===== config.mk =====
export PLATFORM = sky130hd
export DESIGN_NAME = matrix_input_parser
export DESIGN_NICKNAME = d
export VERILOG_FILES = /design/src/rtl/matrix_input_parser.sv
export SDC_FILE = /design/constraint.sdc
export NUM_CORES = 1
export LEC_CHECK = 0
export CORE_MARGIN = 2
export CORE_UTILIZATION = 30
export DETAILED_ROUTE_END_ITERATION = 8
export SLEW_MARGIN = 20
export SYNTH_ARGS = -nofsm -noshare
export SYNTH_HDL_FRONTEND = slang
export SYNTH_SLANG_ARGS = --single-unit
export TNS_END_PERCENT = 10

===== constraint.sdc =====
create_clock -name clk -period 4.12 [get_ports clk]
set_input_delay 0.824 -clock clk [delete_from_list [all_inputs] [get_ports clk]]
set_output_delay 0.824 -clock clk [all_outputs]
set_load 0.02 [all_outputs]

===== src/rtl/matrix_input_parser.sv =====
// matrix_input_parser
// Turns a UART byte stream into matrix element writes. A frame is a row
// count, a column count, then rows*cols element bytes in row-major order.
// Every element byte produces one registered write strobe one cycle later,
// tagged with the destination slot, the frame dimensions and the element
// address. Completed frames advance a circular slot pointer; aborted frames
// leave it where it was.
//
// Optional feature: define PARSER_TIMEOUT_EN to abort a frame when no byte
// arrives for TIMEOUT_CYCLES clocks while a frame is in progress. Without
// the macro the parser waits indefinitely for the rest of a frame.
module matrix_input_parser #(
  parameter int DATA_WIDTH     = 8,
  parameter int MAX_SIZE       = 5,
  parameter int MATRIX_NUM     = 8,
  parameter int TIMEOUT_CYCLES = 100000000
) (
  input  logic                  clk,
  input  logic                  rst,
  input  logic                  rx_valid,
  input  logic [DATA_WIDTH-1:0] rx_data,
  output logic                  matrix_wr_en,
  output logic [2:0]            matrix_idx,
  output logic [2:0]            store_row,
  output logic [2:0]            store_col,
  output logic [4:0]            wr_addr_in,
  output logic [DATA_WIDTH-1:0] matrix_wr_data,
  output logic                  frame_done,
  output logic                  frame_err,
  output logic                  parser_busy
);

  typedef enum logic [1:0] {
    IDLE     = 2'd0,
    GET_COL  = 2'd1,
    GET_DATA = 2'd2
  } state_t;

  // Header bytes are legal only in 1..MAX_SIZE; the last slot index wraps.
  localparam logic [DATA_WIDTH-1:0] MAX_DIM   = DATA_WIDTH'(MAX_SIZE);
  localparam logic [2:0]            LAST_SLOT = 3'(MATRIX_NUM - 1);

  state_t                state_q, state_d;
  logic [2:0]            row_q, row_d;
  logic [2:0]            col_q, col_d;
  logic [4:0]            total_q, total_d;
  logic [4:0]            cnt_q, cnt_d;
  logic [2:0]            slot_q, slot_d;

  logic                  wr_en_q, wr_en_d;
  logic [2:0]            idx_q, idx_d;
  logic [2:0]            srow_q, srow_d;
  logic [2:0]            scol_q, scol_d;
  logic [4:0]            addr_q, addr_d;
  logic [DATA_WIDTH-1:0] data_q, data_d;
  logic                  done_q, done_d;
  logic                  err_q, err_d;

  logic                  dim_ok;
  logic [2:0]            next_slot;

  assign dim_ok    = (rx_data != '0) && (rx_data <= MAX_DIM);
  assign next_slot = (slot_q == LAST_SLOT) ? 3'd0 : slot_q + 3'd1;

`ifdef PARSER_TIMEOUT_EN
  localparam int            TO_W    = (TIMEOUT_CYCLES > 1) ? $clog2(TIMEOUT_CYCLES + 1) : 1;
  localparam logic [TO_W-1:0] TO_LAST = TO_W'(TIMEOUT_CYCLES - 1);

  logic [TO_W-1:0] to_q, to_d;
`endif

  // Frame parsing: header validation, element addressing and output staging
  always_comb begin
    state_d = state_q;
    row_d   = row_q;
    col_d   = col_q;
    total_d = total_q;
    cnt_d   = cnt_q;
    slot_d  = slot_q;
    wr_en_d = 1'b0;
    idx_d   = '0;
    srow_d  = '0;
    scol_d  = '0;
    addr_d  = '0;
    data_d  = '0;
    done_d  = 1'b0;
    err_d   = 1'b0;
`ifdef PARSER_TIMEOUT_EN
    to_d    = '0;
`endif

    unique case (state_q)
      IDLE: begin
        if (rx_valid) begin
          if (dim_ok) begin
            row_d   = rx_data[2:0];
            state_d = GET_COL;
          end else begin
            err_d = 1'b1;
          end
        end
      end

      GET_COL: begin
        if (rx_valid) begin
          if (dim_ok) begin
            col_d   = rx_data[2:0];
            total_d = {2'b00, row_q} * {2'b00, rx_data[2:0]};
            cnt_d   = '0;
            state_d = GET_DATA;
          end else begin
            err_d   = 1'b1;
            state_d = IDLE;
          end
        end
      end

      GET_DATA: begin
        if (rx_valid) begin
          wr_en_d = 1'b1;
          idx_d   = slot_q;
          srow_d  = row_q;
          scol_d  = col_q;
          addr_d  = cnt_q;
          data_d  = rx_data;
          if (cnt_q == total_q - 5'd1) begin
            done_d  = 1'b1;
            slot_d  = next_slot;
            cnt_d   = '0;
            state_d = IDLE;
          end else begin
            cnt_d = cnt_q + 5'd1;
          end
        end
      end

      default: begin
        state_d = IDLE;
      end
    endcase

`ifdef PARSER_TIMEOUT_EN
    // A silent line mid-frame abandons the frame without touching the slot.
    if (state_q != IDLE && !rx_valid) begin
      if (to_q == TO_LAST) begin
        err_d   = 1'b1;
        state_d = IDLE;
      end else begin
        to_d = to_q + 1'b1;
      end
    end
`endif
  end

  // State, frame context and registered write/status outputs
  always_ff @(posedge clk or posedge rst) begin
    if (rst) begin
      state_q <= IDLE;
      row_q   <= '0;
      col_q   <= '0;
      total_q <= '0;
      cnt_q   <= '0;
      slot_q  <= '0;
      wr_en_q <= 1'b0;
      idx_q   <= '0;
      srow_q  <= '0;
      scol_q  <= '0;
      addr_q  <= '0;
      data_q  <= '0;
      done_q  <= 1'b0;
      err_q   <= 1'b0;
    end else begin
      state_q <= state_d;
      row_q   <= row_d;
      col_q   <= col_d;
      total_q <= total_d;
      cnt_q   <= cnt_d;
      slot_q  <= slot_d;
      wr_en_q <= wr_en_d;
      idx_q   <= idx_d;
      srow_q  <= srow_d;
      scol_q  <= scol_d;
      addr_q  <= addr_d;
      data_q  <= data_d;
      done_q  <= done_d;
      err_q   <= err_d;
    end
  end

`ifdef PARSER_TIMEOUT_EN
  // Idle-line counter, cleared by any byte and whenever no frame is open
  always_ff @(posedge clk or posedge rst) begin
    if (rst) begin
      to_q <= '0;
    end else begin
      to_q <= to_d;
    end
  end
`endif

  assign matrix_wr_en   = wr_en_q;
  assign matrix_idx     = idx_q;
  assign store_row      = srow_q;
  assign store_col      = scol_q;
  assign wr_addr_in     = addr_q;
  assign matrix_wr_data = data_q;
  assign frame_done     = done_q;
  assign frame_err      = err_q;
  assign parser_busy    = (state_q != IDLE);

endmodule


==> results of run 1 <==
per-layer routing:
layer,global-route usage,vias up,share of wire
met2,0.173,29,0.47
met5,0,-,0
met1,0.171,694,0.50
met3,0.0294,2,0.031
li1,-,696,-
met4,0.0336,0,0.0036
layout make-up:
type / instances / area (µm²)
well taps: 80 / 100
fillers: 679 / 4140
repair buffers: 38 / 375
multi-input cells: 115 / 848
clock buffers: 7 / 86.3
clock inverters: 1 / 5.00
flip-flops and latches: 46 / 1150
inverters: 14 / 53.8
registers in the layout (all words and copies together), names as in the netlist:
register	count
total_q	5
store_row	3
matrix_wr_en	1
wr_addr_in	5
frame_err	1
store_col	3
cnt_q	5
matrix_idx	3
frame_done	1
col_q	3
state_q	2
row_q	3
matrix_wr_data	8
slot_q	3
synth_stat cells (all sizes together), types with 2 or more instances:
cell type and count:
dfrtp 46, and3 19, inv 14, mux2 11, nand2 11, nor2 10
nand3 8, and2 7, ha 7, o21ai 7, clkbuf 6, xnor2 6
nor3 5, a31oi 3, a21oi 2, fa 2, xor2 2
final timing paths:
path / cells past startpoint / start / endpoint
max: 9 / rx_data[2] / total_q[4]
min: 1 / col_q[2] / col_q[2]
max reg2reg: 8 / row_q[0] / total_q[4]
min reg2reg: 1 / col_q[2] / col_q[2]
max in group asynchronous: 2 / rst / store_row[0]
min in group asynchronous: 2 / rst / matrix_wr_en
worst max-delay path, cell delays in order:
cell	delay [ns]
clkdlybuf4s50_1	0.55
and2_1	0.25
fa_1	0.54
ha_1	0.16
inv_1	0.05
fa_1	0.38
xnor2_1	0.15
xnor2_1	0.13
mux2_2	0.27
logic make-up after synthesis:
kind of cell,count (synthesis),share of synthesized area
compound gates,18,0.0578
xor+xnor,8,0.0337
fa+ha+maj,9,0.0614
buf+inv,21,0.0385
flops,46,0.554
mux,12,0.0644
simple gates,68,0.191
cell usage in the layout, fill, tap and decap left out, drive strengths merged, types with 3 or more instances in the layout:
| master | count |
|---|---|
| a31oi | 3 |
| and2 | 7 |
| and3 | 19 |
| clkbuf | 7 |
| clkdlybuf4s50 | 36 |
| dfrtp | 46 |
| ha | 7 |
| inv | 13 |
| mux2 | 11 |
| nand2 | 11 |
| nand3 | 8 |
| nor2 | 10 |
| nor3 | 5 |
| o21ai | 7 |
| xnor2 | 6 |
power by group through the flow:
stage / combinational (mW) / clock, mW / sequential, mW
floorplan: 0.0583 / 0 / 0.483
global placement: 0.0839 / 0 / 0.489
CTS: 0.0854 / 0.287 / 0.480
finish: 0.0826 / 0.278 / 0.480
detailed placement: 0.0849 / 0 / 0.490
global route: 0.0956 / 0.307 / 0.483
==> flow_metrics.py, run 1 <==
metrics = {
    "outcome": {
        "status": "finished clean",
    },
    "synthesis": {
        "synth_warnings": 0,
        "yosysTopAreaCell": "dfrtp_1",
        "synth_edf_count": 0,
        "syn_avg_cell_area_um2": 11.4,
        "synthTopCellsByArea": "dfrtp_1 55%, mux2_2 6.0%, and3_1 5.7%, ha_1 4.2%, inv_1 2.5%",
        "synthCells": 182,
        "synthArstFlopShare": 1.00,
        "syn_area_um2": 2080,
        "yosys_most_used_dff": "dfrtp_1",
        "synth_top_area_share": 0.554,
        "yosys.cell_types.count": 35,
        "synth_nets": 202,
        "ys_seq_area_frac": 0.554,
        "ys_ff_latch": 46,
    },
    "final_layout": {
        "diodes": 0,
        "syn2layout_area_growth_pct": 26.0,
        "final_cells": 301,
        "final_area_um2": 2620,
        "drive_gt1_frac": 0.127,
        "finalCoreUtilization": 0.388,
        "nets": 240,
    },
    "clocking": {
        "clk_path_buf_depth": 2,
        "clockRootBuffer": "clkbuf_8",
        "htree_levels": 2,
        "numCtsBuffers": 5,
        "cts_tree": "done",
        "insertion_delay_ns": 0.29,
        "cts_hold_buf": 0,
        "clock-sinks": 46,
        "cts_setup_buffers": 0,
        "path_clk_slew_ns": 0.08,
        "cts_resized": 0,
    },
    "sta": {
        "whs_ns": 0.506,
        "drv_slew": 0,
        "max_slew.worst_pin.slew_ns": 0.772,
        "hold_viol": 0,
        "fmax_mhz": 322,
        "period_share": 0.755,
        "grt_setup_unrepaired": "false",
        "slew_headroom": 0.485,
        "finClkSkew_ns": 0.00287,
        "period_minus_slack_ns": 3.11,
        "fin_tns_setup_ns": 0,
        "setup_viol_count_final": 0,
        "fin_ws_ns": 1.01,
    },
    "setup_path": {
        "crit_fanout": 9,
        "reg2reg_setup_slack_ns": 1.76,
        "cp-start-kind": "input pin",
        "worstSetupPathType": "input pin to flip-flop",
        "arrival_ns": 3.29,
        "endpoint_kind": "flip-flop",
        "worstPathRequired_ns": 4.30,
    },
    "power": {
        "total_power_mw": 0.841,
        "pwr-share-seq": 0.571,
        "intPower_mw": 0.637,
        "switching_share": 0.242,
        "peakVddDrop_mv": 0.198,
        "p_clk_frac": 0.330,
        "leakage_nw": 1.26,
        "pwr_density_cell_nw_per_um2": 321,
        "p_switching_mw": 0.203,
        "p_comb_frac": 0.098,
    },
    "global_routing": {
        "globalRouteTotalUtil": 0.117,
        "antenna_found_initial": 0,
        "grt_pass1_wl_um": 7020,
        "grt_max_degree": 47,
        "overflow": 0,
        "grt_pass1_vias": 1459,
    },
    "routing": {
        "drt-total-wl_um": 3910,
        "drc": 0,
        "wire_per_inst_um": 13.0,
        "drt_first_pass_iters": 4,
        "ant_nets": 0,
        "drtIter0Drc": 96,
        "via_per_inst": 4.72,
        "vias": 1421,
    },
    "floorplanning": {
        "rows": 30,
        "dieWidth_um": 87.3,
        "die_y_um": 87.3,
        "coreArea_um2": 6760,
        "io_pins": 37,
        "start_util": 0.308,
        "die_area_um2": 7610,
    },
    "placement": {
        "placement.cell_area_um2": 2530,
        "dp.cells": 293,
        "post-place-ws_ns": 0.743,
        "dpl.hpwl_um": 2670,
        "port-buffer-count": 36,
        "place_congestion": 0.782,
    },
    "worst_hold_path": {
        "hold_class": "flip-flop to flip-flop",
    },
    "flow_run": {
        "max_cap_violations": 0,
    },
}
Note: power is estimated with default switching activity, not from simulation.
==> run 2, diff against run 1 <==
==> constraint.sdc (replaced) <==
create_clock -name clk -period 2.98 [get_ports clk]
set_input_delay 0.596 -clock clk [delete_from_list [all_inputs] [get_ports clk]]
set_output_delay 0.596 -clock clk [all_outputs]
set_load 0.02 [all_outputs]
==> run 2 against run 1 <==
  * Clock-buffer cell count fell by 1
  * Clock power up 33%
  * Sequential power is 39% higher
  * Final area rose by 1.3%
  * Largest cell class unchanged
  * First-iteration DRC count fell by 11%
  * Critical path depth unchanged
  * Combinational power rose by 48%
  * Utilization increased by 0.52 points
  * Clock skew increased by 0.00084 ns
  * Worst setup slack worse by 0.65 ns
  * Non-clock buffer count grew 6
==> flow_metrics.py, run 2 (synthesis gave the netlist of run 1 again) <==
metrics = {
    "outcome": {
        "status": "finished clean",
    },
    "clocking": {
        "clk_path_buf_depth": 2,
        "clockRootBuffer": "clkbuf_8",
        "path_clk_slew_ns": 0.08,
        "numCtsBuffers": 5,
        "clock-sinks": 46,
        "cts_resized": 0,
        "htree_levels": 2,
        "insertion_delay_ns": 0.29,
        "cts_hold_buf": 0,
        "cts_setup_buffers": 0,
        "cts_tree": "done",
    },
    "global_routing": {
        "grt_pass1_vias": 1376,
        "globalRouteTotalUtil": 0.119,
        "antenna_found_initial": 0,
        "grt.busiest_layer": "met1",
        "grtUsageMet1": 0.175,
        "grt_use_met2": 0.171,
        "grt_pass1_wl_um": 7020,
        "overflow": 0,
        "gr-usage-met3": 0.0284,
        "grt_max_degree": 28,
    },
    "routing": {
        "drc": 0,
        "wire_per_inst_um": 13.5,
        "drtIter0Drc": 85,
        "drt_first_pass_iters": 4,
        "ant_nets": 0,
        "via_per_inst": 4.77,
        "vias": 1455,
        "drt-total-wl_um": 4110,
    },
    "setup_path": {
        "cp_slowest_cell": "fa_1",
        "path_cells": "clkdlybuf4s50_1 -> and2_1 -> fa_1 -> ha_1 -> inv_1 -> fa_1 -> xnor2_1 -> xnor2_1 -> mux2_2",
        "worstPathRequired_ns": 3.16,
        "arrival_ns": 2.80,
        "endpoint_kind": "flip-flop",
        "crit_fanout": 2,
        "reg2regPathDepth": 8,
        "worstSetupPathType": "input pin to flip-flop",
        "cp-startpoint": "rx_data[2]",
        "cp-start-kind": "input pin",
        "reg2reg_setup_slack_ns": 0.66,
        "max_stage_delay_ns": 0.54,
        "r2r-start": "row_q[1]",
        "worstReg2RegEnd": "total_q[4]",
    },
    "placement": {
        "place_congestion": 0.766,
        "port-buffer-count": 36,
        "post-place-ws_ns": 0.0400,
        "dpl.hpwl_um": 2940,
    },
    "final_layout": {
        "drive_gt1_frac": 0.147,
        "finalCoreUtilization": 0.393,
        "largest_register_ffs": 8,
        "syn2layout_area_growth_pct": 27.7,
        "final_cell_mix": "46 x dfrtp_1, 36 x clkdlybuf4s50_1, 19 x and3_1",
        "nets": 246,
        "final_common_cell": "dfrtp_1",
        "diodes": 0,
    },
    "sta": {
        "drv_slew": 0,
        "fmax_mhz": 381,
        "period_share": 0.880,
        "setup_viol_count_final": 0,
        "grt_setup_unrepaired": "false",
        "period_minus_slack_ns": 2.62,
        "fin_tns_setup_ns": 0,
        "fin_ws_ns": 0.359,
        "max_slew.worst_pin.slew_ns": 0.565,
        "hold_viol": 0,
        "slew_headroom": 0.623,
        "finClkSkew_ns": 0.00372,
    },
    "floorplanning": {
        "die_y_um": 87.3,
        "io_pins": 37,
        "die_area_um2": 7610,
        "dieWidth_um": 87.3,
        "coreArea_um2": 6760,
        "start_util": 0.308,
        "rows": 30,
    },
    "power": {
        "pwr_density_cell_nw_per_um2": 436,
        "leakage_nw": 1.29,
        "total_power_mw": 1.16,
        "peakVddDrop_mv": 0.231,
    },
    "worst_hold_path": {
        "hold_class": "flip-flop to flip-flop",
        "min_to": "col_q[2]",
        "hp-start": "col_q[2]",
        "holdPathStages": 1,
    },
    "flow_run": {
        "max_cap_violations": 0,
    },
}
==> run 2: changes by cell type in the layout (fill, tap and decap cells not counted) <==
cell	before	now
clkinv_2	2	0
buf_4	2	8
inv_2	0	1
clkbuf_1	1	0
==> run 2: per-stage QoR <==
step | hold WS, ns | std cells | area, µm²
floorplan | 0.463 | 182 | 2080
global placement | 0.490 | 299 | 2570
detailed placement | 0.488 | 299 | 2570
CTS | 0.508 | 305 | 2660
global route | 0.528 | 305 | 2660
finish | 0.506 | 305 | 2660
==> run 2: worst max-delay path by stage <==
stage | end | slack, ns | cells past startpoint
floorplan | total_q[4] | 0.53 | 8
global placement | total_q[4] | 0.07 | 9
detailed placement | total_q[4] | 0.04 | 9
CTS | total_q[4] | 0.35 | 9
global route | total_q[4] | 0.25 | 9
finish | total_q[4] | 0.36 | 9
==> run 2: critical path, delay by kind of cell <==
family	cells	cell delay, ns
XOR/XNOR	2	0.26
buffers and inverters	2	0.45
multiplexers	1	0.25
adder cells (fa/ha/maj)	3	1.05
AND/OR/NAND/NOR	1	0.18
==> run 2: routing by layer <==
metal | part of all wire | vias to the layer above
li1 | - | 705
met3 | 0.037 | 4
met4 | 0.0095 | 0
met5 | 0 | -
met1 | 0.52 | 714
met2 | 0.44 | 32
==> run 2: cell type report <==
cell class,instances,area (µm²)
Clock buffer,6,82.6
Sequential cell,46,1150
Inverter,14,52.6
Fill cell,673,4100
Timing Repair Buffer,44,420
Tap cell,80,100
Multi-Input combinational cell,115,848
==> run 2: where the power goes <==
part           total (mW)  switching (mW)  internal, mW
sequential          0.666          0.0253         0.641
clock               0.370           0.191         0.179
combinational       0.122          0.0636        0.0580
==> run 3, diff against run 2 <==
--- a/config.mk
+++ b/config.mk
@@ -8,6 +8,7 @@
 export CORE_MARGIN = 2
 export CORE_UTILIZATION = 30
 export DETAILED_ROUTE_END_ITERATION = 8
+export MAX_ROUTING_LAYER = met4
 export SLEW_MARGIN = 20
 export SYNTH_ARGS = -nofsm -noshare
 export SYNTH_HDL_FRONTEND = slang
==> constraint.sdc (replaced) <==
create_clock -name clk -period 3.1 [get_ports clk]
set_input_delay 0.62 -clock clk [delete_from_list [all_inputs] [get_ports clk]]
set_output_delay 0.62 -clock clk [all_outputs]
set_load 0.02 [all_outputs]
==> run 3 against run 2 <==
  * Worst setup slack gained 0.071 ns
  * First-iteration DRC count shrank 16%
  * Cell count grew 0.33%
  * Combinational power shrank 4%
==> flow_metrics.py, run 3 (synthesis gave the netlist of run 1 again) <==
metrics = {
    "outcome": {
        "status": "finished clean",
    },
    "power": {
        "pwr-share-seq": 0.584,
        "p_clk_frac": 0.309,
        "pwr_density_cell_nw_per_um2": 414,
        "p_switching_mw": 0.273,
        "switching_share": 0.249,
        "p_comb_frac": 0.107,
        "peakVddDrop_mv": 0.178,
        "total_power_mw": 1.10,
        "intPower_mw": 0.824,
        "leakage_nw": 1.29,
    },
    "setup_path": {
        "cp_slowest_cell": "fa_1",
        "cp-start-kind": "input pin",
        "path_cells": "clkdlybuf4s50_1 -> and2_1 -> fa_1 -> ha_1 -> inv_1 -> fa_1 -> xnor2_1 -> xnor2_1 -> mux2_2",
        "max_stage_delay_ns": 0.54,
        "worstPathRequired_ns": 3.27,
        "endpoint_kind": "flip-flop",
        "arrival_ns": 2.84,
        "worstSetupPathType": "input pin to flip-flop",
        "crit_fanout": 2,
    },
    "global_routing": {
        "antenna_found_initial": 0,
        "overflow": 0,
        "globalRouteTotalUtil": 0.120,
        "grt_max_degree": 28,
        "grt_pass1_wl_um": 6990,
        "grt_pass1_vias": 1389,
    },
    "routing": {
        "drtIter0Drc": 71,
        "drt_first_pass_iters": 4,
        "drt-total-wl_um": 4110,
        "drc": 0,
        "wire_per_inst_um": 13.4,
        "vias": 1432,
        "ant_nets": 0,
        "via_per_inst": 4.68,
    },
    "sta": {
        "hold_viol": 0,
        "fin_ws_ns": 0.430,
        "fmax_mhz": 374,
        "drv_slew": 0,
        "finClkSkew_ns": 0.00902,
        "slew_headroom": 0.639,
        "max_slew.worst_pin.slew_ns": 0.542,
        "period_share": 0.861,
        "fin_tns_setup_ns": 0,
        "setup_viol_count_final": 0,
        "period_minus_slack_ns": 2.67,
        "whs_ns": 0.502,
        "grt_setup_unrepaired": "false",
    },
    "final_layout": {
        "drive_gt1_frac": 0.150,
        "fill_cells": 650,
        "finalCoreUtilization": 0.392,
        "nets": 246,
        "final_common_cell": "dfrtp_1",
        "final_cell_mix": "46 x dfrtp_1, 36 x clkdlybuf4s50_1, 19 x and3_1",
        "final_cells": 306,
        "diodes": 0,
        "final_area_um2": 2650,
        "largest_register_ffs": 8,
        "syn2layout_area_growth_pct": 27.5,
    },
    "floorplanning": {
        "coreArea_um2": 6760,
        "die_y_um": 87.3,
        "io_pins": 37,
        "rows": 30,
        "start_util": 0.308,
        "die_area_um2": 7610,
        "dieWidth_um": 87.3,
    },
    "clocking": {
        "cts_hold_buf": 0,
        "cts_setup_buffers": 0,
        "numCtsBuffers": 5,
        "clock-sinks": 46,
        "cts_tree": "done",
        "htree_levels": 2,
        "clk_path_buf_depth": 2,
        "insertion_delay_ns": 0.29,
        "path_clk_slew_ns": 0.08,
        "clockRootBuffer": "clkbuf_8",
        "cts_resized": 0,
    },
    "placement": {
        "dp.cells": 299,
        "place_congestion": 0.782,
        "post-place-ws_ns": 0.139,
        "port-buffer-count": 36,
        "dpl.hpwl_um": 2950,
        "placement.cell_area_um2": 2570,
    },
    "worst_hold_path": {
        "hold_class": "flip-flop to flip-flop",
    },
    "flow_run": {
        "max_cap_violations": 0,
    },
}
-- run 3: final cells by class --
cell class / instances / area [µm²] / share of cell area
Clock buffer: 5 / 68.8 / 0.0260
Multi-Input combinational cell: 115 / 848 / 0.320
Inverter: 14 / 52.6 / 0.0198
Clock inverter: 2 / 10.0 / 0.00378
Timing Repair Buffer: 44 / 420 / 0.159
Sequential cell: 46 / 1150 / 0.434
Tap cell: 80 / 100 / 0.0378
-- run 3: power groups by stage --
stage | Sequential, mW | Combinational, mW | Clock (mW)
6_report | 0.640 | 0.117 | 0.339
2_1_floorplan | 0.642 | 0.0775 | 0
3_5_place_dp | 0.652 | 0.119 | 0
4_1_cts | 0.641 | 0.119 | 0.352
3_3_place_gp | 0.653 | 0.118 | 0
5_1_grt | 0.645 | 0.134 | 0.376
-- run 3: worst paths after layout --
kind                       startpoint                 to  slack, ns  depth (start not counted)
max                        rx_data[2]         total_q[4]       0.43                          9
min                          col_q[2]           col_q[2]       0.50                          1
max reg2reg                  row_q[0]         total_q[4]       0.76                          8
min reg2reg                  col_q[2]           col_q[2]       0.50                          1
max in group asynchronous         rst  matrix_wr_data[2]       1.97                          3
min in group asynchronous         rst      wr_addr_in[4]       0.58                          2
-- run 3: worst max-delay path, delay by kind of cell --
kind / cells / cell delay [ns]
fa+ha+maj: 3 / 1.05
xor+xnor: 2 / 0.26
simple gates: 1 / 0.18
mux: 1 / 0.26
buf+inv: 2 / 0.47
-- run 3: per-layer routing --
layer	routed length, µm	GRT usage	share of wire
met2	1820	0.173	0.44
met5	0	-	0
met1	2180	0.176	0.53
met4	0	0.0168	0
met3	111	0.0284	0.027
